$ cat src/rtl/fetch_pc_gen_pkg.sv
// Shared definitions for the fetch PC generator.
// Holds the state encoding, exception bit position and reset vector.
package fetch_pc_gen_pkg;

    typedef enum logic [1:0] {
        ST_IDLE = 2'd0,
        ST_RUN  = 2'd1,
        ST_HALT = 2'd2
    } state_t;

    localparam int          ADEL_BIT         = 16;
    localparam logic [31:0] DEF_RESET_VECTOR = 32'hBFC0_0000;

    // Next fetch-group base: align down to the group, then step one group.
    function automatic logic [31:0] seq_pc(
        input logic [31:0] cur,
        input logic [31:0] grp
    );
        return (cur & ~(grp - 32'd1)) + grp;
    endfunction

endpackage

$ cat src/rtl/fetch_redirect_buf.sv
// One-entry pending-redirect register and redirect priority mux.
// A flush always wins; a branch never displaces a pending flush.
module fetch_redirect_buf
    import fetch_pc_gen_pkg::*;
#(
    parameter logic [31:0] BR_OFFSET = 32'd4
) (
    input  logic        clk,
    input  logic        rst,
    input  logic        flush,
    input  logic [31:0] new_pc,
    input  logic        branch_flag,
    input  logic [31:0] branch_target,
    input  logic        branch_ok,
    input  logic        accept,
    output logic        apply,
    output logic [31:0] target
);

    logic        pend_valid;
    logic        pend_flush;
    logic [31:0] pend_target;
    logic        br_en;
    logic [31:0] br_tgt;
    logic        redirect;

    assign br_en  = branch_flag & branch_ok;
    assign br_tgt = branch_target + BR_OFFSET;
    assign apply  = redirect & accept;

    // Pick the highest-priority redirect source for this cycle.
    always_comb begin
        redirect = 1'b0;
        target   = 32'd0;
        if (flush) begin
            redirect = 1'b1;
            target   = new_pc;
        end else if (pend_valid && pend_flush) begin
            redirect = 1'b1;
            target   = pend_target;
        end else if (br_en) begin
            redirect = 1'b1;
            target   = br_tgt;
        end else if (pend_valid && branch_ok) begin
            redirect = 1'b1;
            target   = pend_target;
        end
    end

    // Park a redirect that cannot be taken while a request is blocked.
    always_ff @(posedge clk) begin
        if (rst) begin
            pend_valid  <= 1'b0;
            pend_flush  <= 1'b0;
            pend_target <= 32'd0;
        end else if (accept) begin
            pend_valid  <= 1'b0;
            pend_flush  <= 1'b0;
        end else if (flush) begin
            pend_valid  <= 1'b1;
            pend_flush  <= 1'b1;
            pend_target <= new_pc;
        end else if (br_en && !(pend_valid && pend_flush)) begin
            pend_valid  <= 1'b1;
            pend_flush  <= 1'b0;
            pend_target <= br_tgt;
        end
    end

endmodule

$ cat src/rtl/fetch_pc_gen.sv
// Fetch PC generator: sequential fetch groups, redirects, AdEL halt.
// Request handshake is valid/ready; pc only moves on accept or redirect.
module fetch_pc_gen
    import fetch_pc_gen_pkg::*;
#(
    parameter logic [31:0] RESET_VECTOR = DEF_RESET_VECTOR,
    parameter int          FETCH_WIDTH  = 1,
    parameter logic [31:0] BR_OFFSET    = 32'd4
) (
    input  logic                   clk,
    input  logic                   rst,
    input  logic                   stall,
    input  logic                   flush,
    input  logic [31:0]            new_pc,
    input  logic                   branch_flag_i,
    input  logic [31:0]            branch_target_address_i,
    output logic                   req_valid,
    input  logic                   req_ready,
    output logic [31:0]            pc,
    output logic                   ce,
    output logic [FETCH_WIDTH-1:0] slot_mask,
    output logic                   epoch,
    output logic [31:0]            excepttype_o
);

    localparam logic [31:0] GROUP = 32'(4 * FETCH_WIDTH);

    if (FETCH_WIDTH != 1 && FETCH_WIDTH != 2 && FETCH_WIDTH != 4) begin : g_bad_fw
        $error("FETCH_WIDTH must be 1, 2 or 4");
    end

    state_t      state;
    state_t      state_nx;
    logic [31:0] pc_q;
    logic        epoch_q;
    logic        adel;
    logic        accept;
    logic        handshake;
    logic        apply;
    logic [31:0] target;

    assign pc        = pc_q;
    assign epoch     = epoch_q;
    assign adel      = (pc_q[1:0] != 2'b00);
    assign accept    = ~req_valid | req_ready;
    assign handshake = req_valid & req_ready;

    fetch_redirect_buf #(
        .BR_OFFSET(BR_OFFSET)
    ) u_buf (
        .clk          (clk),
        .rst          (rst),
        .flush        (flush),
        .new_pc       (new_pc),
        .branch_flag  (branch_flag_i),
        .branch_target(branch_target_address_i),
        .branch_ok    (state != ST_HALT),
        .accept       (accept),
        .apply        (apply),
        .target       (target)
    );

    // State register.
    always_ff @(posedge clk) begin
        if (rst) state <= ST_IDLE;
        else     state <= state_nx;
    end

    // Next state: one idle cycle, halt on AdEL, leave halt only on flush.
    always_comb begin
        state_nx = state;
        unique case (state)
            ST_IDLE: state_nx = ST_RUN;
            ST_RUN:  if (adel && !flush) state_nx = ST_HALT;
            ST_HALT: if (flush) state_nx = ST_RUN;
            default: state_nx = ST_IDLE;
        endcase
    end

    // Outputs decoded from state and current pc.
    always_comb begin
        ce           = (state != ST_IDLE);
        req_valid    = (state == ST_RUN) & ~stall & ~adel;
        excepttype_o = 32'd0;
        excepttype_o[ADEL_BIT] = adel;
    end

    // PC and epoch: redirect beats sequential advance.
    always_ff @(posedge clk) begin
        if (rst) begin
            pc_q    <= RESET_VECTOR;
            epoch_q <= 1'b0;
        end else if (apply) begin
            pc_q    <= target;
            epoch_q <= ~epoch_q;
        end else if (handshake) begin
            pc_q    <= seq_pc(pc_q, GROUP);
        end
    end

    if (FETCH_WIDTH == 1) begin : g_mask1
        assign slot_mask = 1'b1;
    end else begin : g_maskn
        localparam int IW = $clog2(FETCH_WIDTH);
        logic [IW-1:0] idx;
        assign idx = pc_q[IW+1:2];
        // Slots at or after the entry word of the group are valid.
        always_comb begin
            slot_mask = '0;
            for (int i = 0; i < FETCH_WIDTH; i++)
                slot_mask[i] = (IW'(i) >= idx);
        end
    end

endmodule
$ cat config.mk
export PLATFORM = sky130hd
export DESIGN_NAME = fetch_pc_gen
export DESIGN_NICKNAME = d
export VERILOG_FILES = /design/src/rtl/fetch_pc_gen_pkg.sv /design/src/rtl/fetch_redirect_buf.sv /design/src/rtl/fetch_pc_gen.sv
export SDC_FILE = /design/constraint.sdc
export NUM_CORES = 1
export LEC_CHECK = 0
export CELL_PAD_IN_SITES_DETAIL_PLACEMENT = 1
export CELL_PAD_IN_SITES_GLOBAL_PLACEMENT = 1
export CORE_UTILIZATION = 31
export CTS_CLUSTER_DIAMETER = 40
export CTS_CLUSTER_SIZE = 28
export DETAILED_ROUTE_END_ITERATION = 8
export PLACE_DENSITY_LB_ADDON = 0.1
export SETUP_SLACK_MARGIN = 0.15
export SKIP_LAST_GASP = 1
export SLEW_MARGIN = 15
export SYNTH_ARGS = -nofsm -noshare
export SYNTH_HDL_FRONTEND = slang
export SYNTH_SLANG_ARGS = --single-unit
$ cat constraint.sdc
create_clock -name clk -period 1.9 [get_ports clk]
set_input_delay 0.19 -clock clk [delete_from_list [all_inputs] [get_ports clk]]
set_output_delay 0.19 -clock clk [all_outputs]
set_load 0.1 [all_outputs]
==> results of run 1 <==
sequential cells by signal (all words and copies together) (netlist names):
name / flops
epoch: 1
state: 2
u_buf.pend_target: 32
u_buf.pend_valid: 1
pc: 32
u_buf.pend_flush: 1
cells by family after synthesis:
group | share of synthesized area, %
compound gates | 27.3
buf+inv | 9.92
fa+ha+maj | 0.511
simple gates | 25.6
flops | 28.2
xor+xnor | 7.70
other cells | 0.153
mux | 0.614
per-layer routing:
metal,GRT usage (%),up-vias,routed length (um)
met5,0,-,0
met3,3.64,26,875
met1,37.6,2948,10600
met4,6.92,0,429
met2,43.6,178,10300
li1,-,2805,-
placed cells by master (no fill, tap or decap), types with 6 or more instances in the layout:
| cell | n |
|---|---|
| a2111oi_2 | 6 |
| a211oi_1 | 7 |
| a21oi_1 | 42 |
| a21oi_2 | 18 |
| a21oi_4 | 6 |
| a221o_1 | 11 |
| a221oi_2 | 7 |
| and3_1 | 11 |
| buf_12 | 14 |
| buf_4 | 152 |
| buf_6 | 38 |
| clkbuf_16 | 9 |
| clkdlybuf4s50_1 | 66 |
| conb_1 | 32 |
| dfxtp_1 | 37 |
| dfxtp_2 | 10 |
| dfxtp_4 | 22 |
| inv_1 | 8 |
| nand2_1 | 85 |
| nand3_1 | 23 |
| nand4_1 | 18 |
| nor2_1 | 34 |
| nor2_4 | 7 |
| nor3_1 | 6 |
| nor4_1 | 7 |
| o211ai_1 | 8 |
| o21a_1 | 8 |
| o21ai_0 | 15 |
| o21ai_1 | 21 |
| xnor2_1 | 17 |
| xnor2_2 | 7 |
| xor2_1 | 18 |
per-stage QoR:
stage	hold WS (ns)	cells	area (um^2)	utilization [%]	setup WS [ns]
floorplan	0.361	672	5260	-	-0.200
global placement	0.435	1042	7060	46.1	-0.683
detailed placement	0.451	1042	7060	46.1	-0.733
CTS	0.405	1089	8010	52.3	-0.168
global route	0.437	1107	8490	55.4	-0.283
finish	0.400	1107	8490	55.4	-0.210
power by group through the flow:
| stage | Sequential, mW | Combinational (mW) | Clock, mW |
|---|---|---|---|
| floorplan | 2.16 | 0.864 | 0 |
| global placement | 1.69 | 1.97 | 0 |
| detailed placement | 1.70 | 2.00 | 0 |
| CTS | 1.68 | 2.16 | 1.56 |
| global route | 1.70 | 2.40 | 1.62 |
| finish | 1.68 | 2.31 | 1.55 |
layout make-up:
type	count	area, um^2	area share (%)
clock buffers	12	236	2.79
clock inverters	4	15.0	0.177
inverters	10	37.5	0.442
multi-input cells	522	3840	45.2
flip-flops and latches	69	1480	17.4
well taps	211	264	3.11
repair buffers	279	2620	30.9
worst paths after layout:
check / slack (ns) / end / depth (start not counted)
min: 0.40 / epoch / 3
max: -0.21 / u_buf.pend_target[0] / 8
max reg2reg: -0.21 / u_buf.pend_target[0] / 8
min reg2reg: 0.46 / u_buf.pend_target[19] / 2
timing repair:
item	in CTS	in global routing
gates resized for setup	98	81
pin swaps	46	52
hold buffers	0	0
gates cloned	3	0
setup buffers	28	18
setup endpoints to repair	66	66
critical path, delay by kind of cell (launching register included):
family                 cells  cell delay (ns)
buffers and inverters      3             0.42
AO/OA/AOI/OAI              2             0.40
flip-flops                 1             0.34
AND/OR/NAND/NOR            3             0.83
==> results.yml, run 1 <==
outcome:
  violations: "negative setup slack"
  status: "finished, violations left"
drt:
  drtPass1Iterations: 5
  wl_per_cell_um: 20.1
  drtIter0Drc: 344
  ant_nets: 0
  vias: 5957
  vias_per_cell: 5.38
  route.detailed.drc: 0
  wirelength_mm: 22.2
clock_network:
  insertion_delay_ns: 0.35
  cts_tree: "done"
  numCtsBuffers: 9
  cts.path.max_buffers: 2
  h-tree-depth: 3
  clock-root-buffer: "clkbuf_16"
  cts.sinks: 69
  cts.clk_slew.worst_paths_ns: 0.06
critical_path:
  endpoint_kind: "flip-flop"
  worstSetupPathType: "reg -> reg"
  reg2reg_from: "pc[0]"
  worstSetupStartpointType: "flip-flop"
  crit_arrival_ns: 2.36
  cp_cell_sequence: "or2_4 -> or4_4 -> buf_6 -> a21oi_4 -> buf_4 -> buf_8 -> nor2_1 -> a311oi_1"
  slowest_stage: "or4_4"
  critPathMaxStageDelay_ns: 0.54
  cp_max_fo: 11
  cp.required_ns: 2.15
  worstSetupStartpoint: "pc[0]"
logic_synthesis:
  synth_seq_cells: 69
  async_flop_share_pct: 0
  synth.most_common_cell: "nand2_1"
  yosysWarnings: 0
  syn-cell-area_mm2: 0.00489
  synth_cells: 642
  synth.area.top_cells: "dfxtp_1 (28%), nand2_1 (6.6%), a21oi_1 (6.2%)"
  synth_top_area_cell: "dfxtp_1"
  synth-edff-count: 0
  synth_top_area_share_pct: 28.2
  synth_cell_types: 70
  syn_area_per_cell_um2: 7.62
  synth_common_cells: "nand2_1 (86), dfxtp_1 (69), a21oi_1 (61), nor2_1 (43), o21ai_0 (38)"
  seq_area_frac_synth_pct: 28.2
  synth_ff_type: "dfxtp_1"
cells_and_area:
  fill_cells: 1788
  area.growth.synth_to_final_pct: 73.4
  diodes: 0
  drive_above_1_share_pct: 42.4
  nNetsFinal: 963
floorplanning:
  dieArea_mm2: 0.0163
  die_h_um: 128
  die_x_um: 128
  coreArea_mm2: 0.0153
  ios: 138
  std_cell_rows: 45
  initial_core_util_pct: 32.0
sta:
  finalClockSkew_ns: 0.00807
  finalCritPeriodShare_pct: 111
  layout_min_cycle_time_ns: 2.11
  tightestPinTransition_ns: 0.508
  slew_viol_final: 0
  max_slew_margin_pct: 66.1
  finalSetupTns_ns: -7.10
  rsz0062_at_grt: "true"
  hold_violations: 0
  setup_viol: 61
  max_freq_mhz: 474
  fin_ws_ns: -0.210
pwr:
  p_switching_mw: 2.33
  vdd_drop_max_v: 0.000452
  power-per-cell-area_mw_per_mm2: 653
  seqPwrFrac_pct: 30.4
  switching_share_pct: 42.0
  p_int_mw: 3.21
  clockPowerShare_pct: 27.9
  total_power_mw: 5.54
  leakagePower_nw: 3.28
  comb_power_share_pct: 41.7
min_path:
  hp-class: "in -> reg"
  hold_start: "rst"
job:
  drv_cap: 0
grt:
  grt_pass1_vias: 5967
  grt-ovfl-total: 0
  grt_antenna_before_repair: 0
  grt_use_total_pct: 26.9
  grt_first_pass_wirelength_mm: 33.3
  grt_max_degree: 40
placement:
  gp_congestion: 0.865
  io_buffers: 105
  hpwl_mm: 15.4
No activity file was read; power rests on OpenSTA's default activity.
==> run 2, diff against run 1 <==
CELL_PAD_IN_SITES_DETAIL_PLACEMENT = unset   (was 1)
CELL_PAD_IN_SITES_GLOBAL_PLACEMENT = unset   (was 1)
CORE_UTILIZATION = 44   (was 31)
PLACE_DENSITY = 0.77   (was unset)
PLACE_DENSITY_LB_ADDON = unset   (was 0.1)
==> run 2 against run 1 <==
Against the previous run:
- clock power decreased by 5%
- sequential share of layout area about the same
- clock skew increased by 0.0026 ns
- worst hold slack got worse by 0.049 ns
- the flow still finishes with violations (negative setup slack)
- non-clock buffer count decreased by 7
==> results.yml, run 2 (same netlist as run 1, synthesis figures left out) <==
outcome:
  status: "finished, violations left"
  violations: "negative setup slack"
floorplanning:
  initial_core_util_pct: 45.1
  die_x_um: 107
  ios: 138
  dieArea_mm2: 0.0115
  die_h_um: 107
  std_cell_rows: 38
  coreArea_mm2: 0.0108
cells_and_area:
  fill_cells: 624
  diodes: 0
  area.growth.synth_to_final_pct: 73.1
  nNetsFinal: 955
  drive_above_1_share_pct: 45.7
  final_common_cell: "buf_4"
  final_cell_mix: "buf_4 (151), nand2_1 (79), clkdlybuf4s50_1 (59)"
grt:
  grt_antenna_before_repair: 0
  grt-ovfl-total: 0
  grt_max_degree: 37
  use_met1_pct: 44.6
  grt_pass1_vias: 6142
  grt_first_pass_wirelength_mm: 32.3
  use_met2_pct: 61.6
  use_met3_pct: 5.99
  grt-busiest-layer: "met2"
  grt_use_total_pct: 36.5
critical_path:
  cp_max_fo: 7
  slowest_stage: "or4_4"
  cp_cell_sequence: "buf_6 -> nand2b_4 -> or4_4 -> a21oi_4 -> buf_12 -> o21a_1 -> o21ai_0 -> a21oi_1"
  cp_num_buf_inv: 2
  cp.required_ns: 2.19
  worstSetupPathType: "reg -> reg"
  crit_family: "compound AO/OA/AOI/OAI gates"
  worstSetupStartpointType: "flip-flop"
  endpoint_kind: "flip-flop"
  critPathMaxStageDelay_ns: 0.56
  crit_arrival_ns: 2.45
job:
  drv_cap: 0
drt:
  wirelength_mm: 25.2
  ant_nets: 0
  route.detailed.drc: 0
  drtIter0Drc: 1101
  vias: 6910
  vias_per_cell: 6.72
  wl_per_cell_um: 24.5
  drtPass1Iterations: 8
clock_network:
  insertion_delay_ns: 0.38
  clock-root-buffer: "clkbuf_8"
  numCtsBuffers: 9
  cts.sinks: 69
  cts.clk_slew.worst_paths_ns: 0.08
  cts_tree: "done"
  h-tree-depth: 3
  cts.path.max_buffers: 2
sta:
  finalCritPeriodShare_pct: 114
  slew_viol_final: 0
  layout_min_cycle_time_ns: 2.16
  setup_viol: 61
  rsz0062_at_grt: "true"
  max_slew_margin_pct: 61.3
  finalClockSkew_ns: 0.0107
  fin_ws_ns: -0.260
  max_freq_mhz: 463
  finalSetupTns_ns: -8.90
  tightestPinTransition_ns: 0.580
  hold_violations: 0
pwr:
  vdd_drop_max_v: 0.000410
  leakagePower_nw: 3.28
  power-per-cell-area_mw_per_mm2: 657
  total_power_mw: 5.56
placement:
  hpwl_mm: 13.1
  gp_congestion: 0.918
  io_buffers: 105
min_path:
  hp-class: "in -> reg"
==> run 2: cell types whose count changed in the layout (fill, tap and decap cells not counted), moves of 6 or more <==
cell,change
a21oi_2,+7
nand2_1,-6
clkbuf_16,-8
a21oi_1,-9
o21ai_0,+6
clkbuf_8,+13
o21ai_1,-6
clkdlybuf4s50_1,-7
==> run 2: stage by stage <==
step | setup slack [ns] | hold slack, ns | area (um^2) | cells | util, %
global placement | -0.438 | 0.437 | 6870 | 961 | 63.4
detailed placement | -0.566 | 0.447 | 6870 | 961 | 63.4
CTS | -0.0856 | 0.339 | 7960 | 1007 | 73.5
global route | -0.357 | 0.331 | 8470 | 1028 | 78.1
finish | -0.260 | 0.351 | 8470 | 1028 | 78.1
floorplan | -0.200 | 0.361 | 5260 | 672 | -
==> run 2: report_power, final <==
| group | leakage [nW] | switching [mW] | total (mW) | internal (mW) |
|---|---|---|---|---|
| logic | 2.58 | 1.60 | 2.39 | 0.793 |
| registers | 0.579 | 0.155 | 1.70 | 1.55 |
| clock network | 0.124 | 0.637 | 1.47 | 0.829 |
| total | 3.28 | 2.39 | 5.56 | 3.17 |
==> run 2: routing by layer <==
| layer | share of wire [%] | vias to the layer above |
|---|---|---|
| met5 | 0 | - |
| met4 | 7.7 | 0 |
| met3 | 12 | 231 |
| met2 | 45 | 690 |
| met1 | 35 | 3209 |
| li1 | - | 2780 |
==> run 2: repair_timing <==
action | CTS | global route
setup buffers | 28 | 21
resized for setup | 136 | 79
hold buffers | 0 | 0
gates cloned | 2 | 0
pin swaps | 55 | 40
setup endpoints to repair | 66 | 66
==> run 2: area by class of cell <==
cell class	count	area [um^2]	area share (%)
repair buffers	272	2510	29.6
multi-input cells	521	4040	47.6
flip-flops and latches	69	1480	17.4
inverters	10	37.5	0.443
well taps	140	175	2.07
clock inverters	2	35.0	0.414
clock buffers	14	204	2.41
==> run 2: worst paths after layout <==
kind | from | endpoint | slack (ns) | cells after the start
worst max-delay path | state[1] | u_buf.pend_target[20] | -0.26 | 8
worst min-delay path | rst | epoch | 0.35 | 3
worst max register to register | state[1] | u_buf.pend_target[20] | -0.26 | 8
worst min register to register | u_buf.pend_target[28] | u_buf.pend_target[28] | 0.46 | 2
==> run 2: worst reg2reg max path: cells and delay by family, from the launching register on <==
family	cells	cell delay (ns)
AOI/OAI and AO/OA	4	0.73
buffers and inverters	2	0.30
DFF	1	0.35
and+or+nand+nor	2	0.70
